### src/rtl/mem_responder_pkg.sv
// Shared core types for the memory responder: data word, access-size
// encodings, responder FSM states and a few decode helpers.
package mem_responder_pkg;

  typedef logic [31:0] word_t;

  // Access size/sign encoding carried on the request size field
  typedef enum logic [2:0] {
    MEM_B  = 3'b000,
    MEM_H  = 3'b001,
    MEM_W  = 3'b010,
    MEM_BU = 3'b100,
    MEM_HU = 3'b101
  } mem_addr_t;

  // Responder transaction states
  typedef enum logic [1:0] {
    ST_IDLE = 2'b00,
    ST_WAIT = 2'b01,
    ST_RESP = 2'b10
  } resp_state_t;

  // Wide enough to hold LATENCY-1 for LATENCY up to 4
  localparam int unsigned CNT_W = 2;

  // True for the five defined size encodings
  function automatic logic size_is_legal(input logic [2:0] size);
    case (size)
      MEM_B, MEM_H, MEM_W, MEM_BU, MEM_HU: return 1'b1;
      default:                             return 1'b0;
    endcase
  endfunction

  // True when the low address bits do not match the natural alignment
  function automatic logic is_misaligned(input logic [2:0] size, input logic [1:0] addr_lo);
    case (size)
      MEM_H, MEM_HU: return addr_lo[0];
      MEM_W:         return (addr_lo != 2'b00);
      default:       return 1'b0;
    endcase
  endfunction

endpackage

### src/rtl/mem_responder_lane_align.sv
// Combinational lane steering: byte write enables and store-data
// replication on the way out, lane extraction and sign/zero extension
// on the way back.
module mem_lane_align
  import mem_responder_pkg::*;
(
  input  logic [1:0] i_addr_lo,
  input  logic [2:0] i_size,
  input  word_t      i_wdata,
  input  word_t      i_rdata,
  output logic [3:0] o_we,
  output word_t      o_wdata,
  output word_t      o_rdata
);

  logic [7:0]  w_byte;
  logic [15:0] w_half;

  // Store side: pick enabled byte lanes and replicate data across them
  always_comb begin
    o_we    = 4'b0000;
    o_wdata = 32'h0000_0000;
    case (i_size)
      MEM_B, MEM_BU: begin
        o_we    = 4'b0001 << i_addr_lo;
        o_wdata = {4{i_wdata[7:0]}};
      end
      MEM_H, MEM_HU: begin
        o_we    = i_addr_lo[1] ? 4'b1100 : 4'b0011;
        o_wdata = {2{i_wdata[15:0]}};
      end
      MEM_W: begin
        o_we    = 4'b1111;
        o_wdata = i_wdata;
      end
      default: begin
        o_we    = 4'b0000;
        o_wdata = 32'h0000_0000;
      end
    endcase
  end

  // Load side: select the addressed lane, then extend to a full word
  always_comb begin
    w_byte  = 8'h00;
    w_half  = i_addr_lo[1] ? i_rdata[31:16] : i_rdata[15:0];
    o_rdata = 32'h0000_0000;
    case (i_addr_lo)
      2'd0:    w_byte = i_rdata[7:0];
      2'd1:    w_byte = i_rdata[15:8];
      2'd2:    w_byte = i_rdata[23:16];
      2'd3:    w_byte = i_rdata[31:24];
      default: w_byte = 8'h00;
    endcase
    case (i_size)
      MEM_B:   o_rdata = {{24{w_byte[7]}}, w_byte};
      MEM_BU:  o_rdata = {24'h00_0000, w_byte};
      MEM_H:   o_rdata = {{16{w_half[15]}}, w_half};
      MEM_HU:  o_rdata = {16'h0000, w_half};
      MEM_W:   o_rdata = i_rdata;
      default: o_rdata = 32'h0000_0000;
    endcase
  end

endmodule

### src/rtl/mem_responder.sv
// Single-outstanding load/store responder in front of a fixed-latency
// SRAM. Requests are decoded and issued in the accept cycle; loads wait
// LATENCY cycles for read data, then every transaction produces a
// one-cycle response pulse with registered data/error.
module mem_responder
  import mem_responder_pkg::*;
#(
  parameter int ADDR_W  = 16,
  parameter int LATENCY = 1
) (
  input  logic              i_clk,
  input  logic              i_rst_n,
  input  logic              i_req_valid,
  input  logic              i_req_write,
  input  word_t             i_req_addr,
  input  logic [2:0]        i_req_size,
  input  word_t             i_req_wdata,
  output logic              o_req_ready,
  output logic              o_resp_valid,
  output word_t             o_resp_rdata,
  output logic              o_resp_err,
  output logic              o_sram_en,
  output logic [3:0]        o_sram_we,
  output logic [ADDR_W-3:0] o_sram_addr,
  output word_t             o_sram_wdata,
  input  word_t             i_sram_rdata
);

  resp_state_t      r_state;
  logic [CNT_W-1:0] r_cnt;
  logic [1:0]       r_addr_lo;
  logic [2:0]       r_size;
  logic             r_resp_err;
  word_t            r_resp_rdata;

  resp_state_t      w_next_state;
  logic [CNT_W-1:0] w_next_cnt;
  logic [1:0]       w_next_addr_lo;
  logic [2:0]       w_next_size;
  logic             w_next_resp_err;
  word_t            w_next_resp_rdata;

  logic             w_err;
  logic             w_out_of_range;
  logic             w_bad_store;
  logic [1:0]       w_align_addr_lo;
  logic [2:0]       w_align_size;
  logic [3:0]       w_lane_we;
  word_t            w_lane_wdata;
  word_t            w_lane_rdata;

  // In IDLE the aligner steers the incoming store; afterwards it decodes
  // the latched load attributes against the returning read data.
  assign w_align_addr_lo = (r_state == ST_IDLE) ? i_req_addr[1:0] : r_addr_lo;
  assign w_align_size    = (r_state == ST_IDLE) ? i_req_size      : r_size;

  mem_lane_align u_lane_align (
    .i_addr_lo (w_align_addr_lo),
    .i_size    (w_align_size),
    .i_wdata   (i_req_wdata),
    .i_rdata   (i_sram_rdata),
    .o_we      (w_lane_we),
    .o_wdata   (w_lane_wdata),
    .o_rdata   (w_lane_rdata)
  );

  // Request error decode: bad size, store of unsigned size, misalignment, range
  always_comb begin
    w_out_of_range = |i_req_addr[31:ADDR_W];
    w_bad_store    = i_req_write && ((i_req_size == MEM_BU) || (i_req_size == MEM_HU));
    w_err          = !size_is_legal(i_req_size) || w_bad_store ||
                     is_misaligned(i_req_size, i_req_addr[1:0]) || w_out_of_range;
  end

  // Next-state, SRAM strobes and handshake outputs
  always_comb begin
    w_next_state      = r_state;
    w_next_cnt        = r_cnt;
    w_next_addr_lo    = r_addr_lo;
    w_next_size       = r_size;
    w_next_resp_err   = r_resp_err;
    w_next_resp_rdata = r_resp_rdata;
    o_req_ready       = 1'b0;
    o_resp_valid      = 1'b0;
    o_sram_en         = 1'b0;
    o_sram_we         = 4'b0000;
    o_sram_addr       = '0;
    o_sram_wdata      = 32'h0000_0000;
    case (r_state)
      ST_IDLE: begin
        o_req_ready = 1'b1;
        // Accepting is blocked while reset is held so no strobe escapes
        if (i_req_valid && i_rst_n) begin
          w_next_addr_lo = i_req_addr[1:0];
          w_next_size    = i_req_size;
          if (w_err) begin
            w_next_state      = ST_RESP;
            w_next_resp_err   = 1'b1;
            w_next_resp_rdata = 32'h0000_0000;
          end else if (i_req_write) begin
            o_sram_en         = 1'b1;
            o_sram_we         = w_lane_we;
            o_sram_addr       = i_req_addr[ADDR_W-1:2];
            o_sram_wdata      = w_lane_wdata;
            w_next_state      = ST_RESP;
            w_next_resp_err   = 1'b0;
            w_next_resp_rdata = 32'h0000_0000;
          end else begin
            o_sram_en    = 1'b1;
            o_sram_addr  = i_req_addr[ADDR_W-1:2];
            w_next_state = ST_WAIT;
            w_next_cnt   = CNT_W'(LATENCY - 1);
          end
        end else begin
          w_next_state = ST_IDLE;
        end
      end
      ST_WAIT: begin
        if (r_cnt == {CNT_W{1'b0}}) begin
          w_next_resp_rdata = w_lane_rdata;
          w_next_resp_err   = 1'b0;
          w_next_state      = ST_RESP;
        end else begin
          w_next_cnt = r_cnt - {{(CNT_W-1){1'b0}}, 1'b1};
        end
      end
      ST_RESP: begin
        o_resp_valid = 1'b1;
        w_next_state = ST_IDLE;
      end
      default: begin
        w_next_state = ST_IDLE;
      end
    endcase
  end

  // State and response registers with synchronous active-low reset
  always_ff @(posedge i_clk) begin
    if (!i_rst_n) begin
      r_state      <= ST_IDLE;
      r_cnt        <= {CNT_W{1'b0}};
      r_addr_lo    <= 2'b00;
      r_size       <= 3'b000;
      r_resp_err   <= 1'b0;
      r_resp_rdata <= 32'h0000_0000;
    end else begin
      r_state      <= w_next_state;
      r_cnt        <= w_next_cnt;
      r_addr_lo    <= w_next_addr_lo;
      r_size       <= w_next_size;
      r_resp_err   <= w_next_resp_err;
      r_resp_rdata <= w_next_resp_rdata;
    end
  end

  assign o_resp_err   = r_resp_err;
  assign o_resp_rdata = r_resp_rdata;

endmodule

### config.mk
export PLATFORM = sky130hd
export DESIGN_NAME = mem_responder
export DESIGN_NICKNAME = d
export VERILOG_FILES = /design/src/rtl/mem_responder_pkg.sv /design/src/rtl/mem_responder_lane_align.sv /design/src/rtl/mem_responder.sv
export SDC_FILE = /design/constraint.sdc
export NUM_CORES = 1
export LEC_CHECK = 0
export BUFFER_PORTS_ARGS = -buffer_cell sky130_fd_sc_hd__buf_2
export CORE_MARGIN = 4
export CORE_UTILIZATION = 43
export DETAILED_ROUTE_END_ITERATION = 12
export PLACE_DENSITY = 0.81
export SETUP_SLACK_MARGIN = 0.02
export SYNTH_ARGS = -nofsm -noshare
export SYNTH_HDL_FRONTEND = slang
export SYNTH_SLANG_ARGS = --single-unit
export TNS_END_PERCENT = 5
### constraint.sdc
create_clock -name i_clk -period 2.4 [get_ports i_clk]
set_input_delay 0.12 -clock i_clk [delete_from_list [all_inputs] [get_ports i_clk]]
set_output_delay 0.12 -clock i_clk [all_outputs]
set_load 0.005 [all_outputs]
# Word level (Yosys, flattened, before mapping)
# Index checks and enable logic that the tools add are counted.
[word_totals]
ff_bits = 42
input_bits = 103
output_inout_bits = 86
[op_classes]
add_sub_neg = 1
n_eq_ne = 19
shifts = 1
n_mux = 46
reduce_logical = 22
[op_table]
columns = ["cell", "count"]
rows = [
  ["$mux W32", 8],
  ["$pmux W32 S5", 1],
  ["$pmux W32 S3", 1],
  ["$pmux W32 S2", 1],
  ["$mux W14", 3],
  ["$pmux W8 S4", 1],
  ["$mux W4", 5],
  ["$mux W2", 9],
  ["$mux W16", 1],
  ["$reduce_or A16 Y1", 1],
  ["$eq A3 B3 Y1 const B", 4],
  ["$pmux W4 S3", 1],
  ["$mux W1", 10],
  ["$ne A2 B2 Y1 const B", 4],
  ["$pmux W2 S2", 2],
  ["$eq A2 B2 Y1 const B", 3],
  ["$eq A3 B1 Y1 const B", 2],
  ["$eq A3 B2 Y1 const B", 2],
  ["$logic_not A2 Y1", 3],
  ["$logic_not A3 Y1", 2],
  ["$reduce_or A2 Y1", 3],
  ["$reduce_and A5 Y1", 1],
  ["$reduce_or A5 Y1", 1],
  ["$eq A2 B1 Y1 const B", 2],
  ["12 further kinds", 18],
]

# Longest topological paths before layout
[logic_depth]
ltp_word = 10
mapped_depth = 10
depth_no_buf = 7

# Cells and area by module
# Synthesis repeated with hierarchy kept, for this count alone.
[unflattened]
cells_unflattened = 392
hier_area_um2 = 3352.0
[by_module_without_submodules]
columns = ["mod", "n_inst", "cells_per_inst", "area_each_um2", "seq_area_each_um2"]
rows = [
  ["mem_responder", 1, 196, 1993.2, 840.8],
  ["mem_lane_align", 1, 196, 1358.8, 0.0],
]

# Worst setup path after synthesis
# Ideal clock, no wire load.
[synth_timing]
path_type = "register to output"
startpoint = "reg r_state[0]"
endpoint = "out o_sram_wdata[16]"
t_arrival_ns = 1.848
required_time_ns = 2.280
slack_ns = 0.432
path_stages_with_launch = 9
path_buffers = 3
cell_sequence = "dfxtp_1 -> buf_6 -> or4_4 -> o31a_1 -> nor2_4 -> buf_2 -> buf_2 -> a22oi_1 -> nor2_1"
[synth_between]
elab_chain_cells = 9
word_cells_on_any_way = 14
[synth_rtl]
columns = ["item", "line", "source"]
rows = [
  ["start, declared", "mem_responder.sv:29", "resp_state_t r_state;"],
  ["start signal, assigned", "mem_responder.sv:147", "r_state <= w_next_state;"],
  ["$logic_not A2 Y1 (*)", "mem_responder.sv:55, mem_responder.sv:89", ""],
  ["$mux W3", "mem_responder.sv:55", "assign w_align_size = (r_state == ST_IDLE) ? i_req_size : r_size;"],
  ["$eq A3 B1 Y1, or another cell as far along", "mem_responder_lane_align.sv:23", "case (i_size)"],
  ["$reduce_or A2 Y1", "mem_responder_lane_align.sv:23", ""],
  ["$pmux W32 S3", "mem_responder_lane_align.sv:23", ""],
  ["$mux W32", "mem_responder.sv:100", "end else if (i_req_write) begin"],
  ["$mux W32", "mem_responder.sv:96", "if (w_err) begin"],
  ["$mux W32", "mem_responder.sv:93", "if (i_req_valid && i_rst_n) begin"],
  ["$mux W32 (*)", "mem_responder.sv:89", "case (r_state)"],
  ["end, declared", "mem_responder.sv:25", "output word_t o_sram_wdata,"],
]
# Every way passes the cells marked *; elsewhere a longest branch is shown, timed or not.

# Worst setup path in the final report
[layout_timing]
startpoint = "reg r_state[1]"
endpoint = "out o_sram_we[3]"
[layout_between]
elab_chain_cells = 9
word_cells_on_any_way = 17
[layout_rtl]
columns = ["item", "line", "source"]
rows = [
  ["$logic_not A2 Y1 (*)", "mem_responder.sv:54, mem_responder.sv:55, mem_responder.sv:89", ""],
  ["$mux W3", "mem_responder.sv:55", ""],
  ["$eq A3 B1 Y1, or another cell as far along", "mem_responder_lane_align.sv:23", ""],
  ["$reduce_or A2 Y1", "mem_responder_lane_align.sv:23", ""],
  ["$pmux W4 S3", "mem_responder_lane_align.sv:23", ""],
  ["$mux W4", "mem_responder.sv:100", ""],
  ["$mux W4", "mem_responder.sv:96", ""],
  ["$mux W4", "mem_responder.sv:93", ""],
  ["$mux W4 (*)", "mem_responder.sv:89", ""],
  ["end, declared", "mem_responder.sv:23", "output logic [3:0] o_sram_we,"],
]
# Marks and branches as above.

==> impl_metrics.yaml <==
run_status:
  outcome: "complete, no violations"
sta:
  worst_slack_ns: 0.08800
  period_minus_slack_ns: 2.312
  max_freq_mhz: 432.5
  slew_headroom_pct: 60.64
  report.final.slew_viol_count: 0
  clock_skew_ns: 0.006090
  worst_pin_slew_ns: 0.5877
  hold_viol: 0
  rsz0062_at_grt: "yes"
  fin_crit_sh_pct: 96.33
  finalSetupTns_ns: 0
  finalSetupViolCount: 0
global_route:
  grt_pass1_wl_mm: 18.00
  grt_max_degree: 25
  antenna_found_initial: 0
  grt_use_total_pct: 26.42
  grt-ovfl-total: 0
  grt_pass1_vias: 3581
worst_setup_path:
  worst-r2r-cell-count: 9
  cp-end-kind: "primary output"
  start_kind: "flip-flop"
  worstReg2RegEnd: "o_resp_rdata[14]$_SDFFE_PN0P_"
  cp_slowest_stage_delay_ns: 0.45
  reg2reg_from: "r_state[0]$_SDFFE_PN0P_"
  cpMaxStageDelayCell: "or4_4"
  r2r_slack_ns: 0.23
  cp-endpoint: "o_sram_we[3]"
  worstSetupStartpoint: "r_state[1]$_SDFFE_PN0P_"
  crit_top_cell: "buf_4"
  crit_fanout: 19
  crit_chain: "buf_4, or4_4, o31a_1, nor2_4, buf_4, a21oi_1, nor2_1, buf_2"
  required_ns: 2.28
  crit_type: "reg -> out"
  critPathArrivalTime_ns: 2.19
placement:
  dpl_cell_area_um2: 4034
  port_buffers: 188
  post-place-ws_ns: 0.1734
  gp_congestion: 0.9036
  place.detailed.hpwl_mm: 9.013
cts:
  ctsHtreeMaxLevel: 2
  holdBufCountCts: 0
  clock-root-buffer: "clkbuf_8"
  clk_path_buf_depth: 2
  clock_latency_ns: 0.30
  cts_buffers: 5
  clk_pin_slew_worst_paths_ns: 0.08
  tritoncts: "done"
  cts.sinks: 42
yosys:
  async_reset_ff_share_pct: 0
  yosysSeqAreaShare_pct: 27.98
  ys_warn_count: 0
  synth_nets: 481
  synth_ff_type: "dfxtp_1"
  synth_top_cell_by_area: "dfxtp_1"
  synth_area_leaders: "dfxtp_1 28%, a21o_1 6.5%, a22oi_1 6.0%"
  netlist_area_um2: 3005
  synth_top_area_share_pct: 27.98
  syn-instance-count: 377
  avgSynthCellArea_um2: 7.972
  ys_top_cells_by_count: "47 x nor2_1, 44 x nand2_1, 42 x dfxtp_1"
  synth_edf_count: 0
  yosysMostFrequentCell: "nor2_1"
  synth.distinct_cells: 66
  synth_seq_cells: 42
route:
  ant_nets: 0
  drtIter0Drc: 313
  firstDrtPassIters: 6
  vias: 3755
  wirelength_mm: 11.60
  wl_per_cell_um: 17.36
  drcViolationCount: 0
  vias_per_cell: 5.621
die:
  die-height_um: 91.60
  core_area_um2: 6794
  rows: 30
  die_x_um: 91.60
  ios: 189
  dieArea_um2: 8391
  initial_core_util_pct: 44.24
power_and_ir_drop:
  p_clk_share_pct: 29.2
  p_seq_share_pct: 42.7
  combPwrFrac_pct: 28.1
  switching_share_pct: 31.83
  peakVddDrop_v: 0.0002961
  p_int_uw: 1141
  leakagePower_uw: 0.002091
  cellPowerDensity_nw_per_um2: 392.1
  switchingPower_uw: 532.5
layout:
  drive_gt1_share_pct: 43.71
  n_antenna_cell: 0
  nets: 675
  areaGrowthSynthToFinish_pct: 41.96
  final_area_um2: 4267
job:
  max_cap_violations: 0
min_path:
  hold_path.class: "in -> reg"
-- cell type report --
class	instances	area, µm²
Timing Repair Buffer	212	1154
Tap cell	96	120.1
Inverter	16	72.57
Fill cell	619	2527
Clock inverter	2	12.51
Sequential cell	42	842.1
Multi-Input combinational cell	294	1983
Clock buffer	6	82.58
-- state kept, by name, summed over array words and instances, names as in the netlist --
| signal | flops |
|---|---|
| r_addr_lo | 2 |
| r_size | 3 |
| o_resp_err | 1 |
| r_cnt | 2 |
| r_state | 2 |
| o_resp_rdata | 32 |
-- worst min path at each step --
stage	from	end	slack [ns]	depth (start not counted)
2_1_floorplan	i_req_addr[1]	r_addr_lo[1]$_SDFFE_PN0P_	0.23	2
3_3_place_gp	i_sram_rdata[3]	o_resp_rdata[3]$_SDFFE_PN0P_	0.36	2
3_5_place_dp	i_sram_rdata[5]	o_resp_rdata[5]$_SDFFE_PN0P_	0.36	2
4_1_cts	i_sram_rdata[5]	o_resp_rdata[5]$_SDFFE_PN0P_	0.05	2
5_1_grt	i_sram_rdata[3]	o_resp_rdata[3]$_SDFFE_PN0P_	0.06	2
6_report	i_sram_rdata[5]	o_resp_rdata[5]$_SDFFE_PN0P_	0.05	2
-- metal layers --
layer / global-route usage (%) / wire length (µm)
met4: 7.035 / 237
met3: 6.048 / 939
met2: 48.39 / 5948
met5: 0 / 0
met1: 30.49 / 4473
-- worst max-delay path: cells and delay by family, from the launching register on --
kind | cells | cell delay [ns]
compound gates | 2 | 0.28
buf+inv | 3 | 0.56
flops | 1 | 0.32
simple gates | 3 | 0.73
-- layout by cell type, fill, tap and decap left out, types with 2 or more instances in the layout --
master,synthesis,final
dfxtp_1,42,41
o31ai_1,3,3
a21oi_1,33,33
or2_4,1,2
nor2_1,47,47
o221ai_1,4,4
buf_12,0,2
mux2i_1,6,6
buf_2,14,188
nor3b_1,2,2
o21a_1,3,2
buf_4,4,20
nand2_1,44,44
and2_1,15,15
and3_4,1,2
nand4b_1,2,2
a32oi_1,3,3
clkbuf_8,0,6
or4_1,2,2
o31a_1,2,2
buf_6,5,2
mux2_2,4,4
inv_1,15,15
nor4_1,3,3
o211ai_4,2,3
o21ai_0,7,7
nor2_2,2,2
a22oi_1,24,24
a31oi_1,2,2
o2bb2ai_1,5,5
a21o_1,26,26
a221o_1,3,3
o21ai_1,3,2
a221oi_1,5,5
a222oi_1,8,8
-- power groups by stage --
stage               sequential (µW)  clock [µW]  combinational, µW
floorplan                       729           0                254
global placement                730           0                428
detailed placement              731           0                435
CTS                             714         497                447
global route                    716         539                508
finish                          715         489                469
-- cells by family after synthesis --
| logic type | synth area share [%] |
|---|---|
| adders and majority gates | 0.4163 |
| buffers and inverters | 7.993 |
| muxes | 4.246 |
| DFF | 27.98 |
| AOI/OAI and AO/OA | 37.59 |
| and+or+nand+nor | 21.77 |
-- timing repair --
action	in CTS	in global routing
cloned	1	0
pin swaps	1	7
setup endpoints to repair	36	39
gates resized for setup	3	10
endpoints found under the hold margin	0	0
setup buffers	4	2
-- through the flow --
stage               util [%]  cells  hold slack (ns)  total power (µW)
floorplan                  -    377           0.2285             982.8
global placement       59.37    653           0.3552              1157
detailed placement     59.37    653           0.3591              1166
global route           62.80    668          0.05713              1762
finish                 62.80    668          0.05413              1673
CTS                    61.97    666          0.05107              1658
Note: power is estimated with default switching activity, not from simulation.
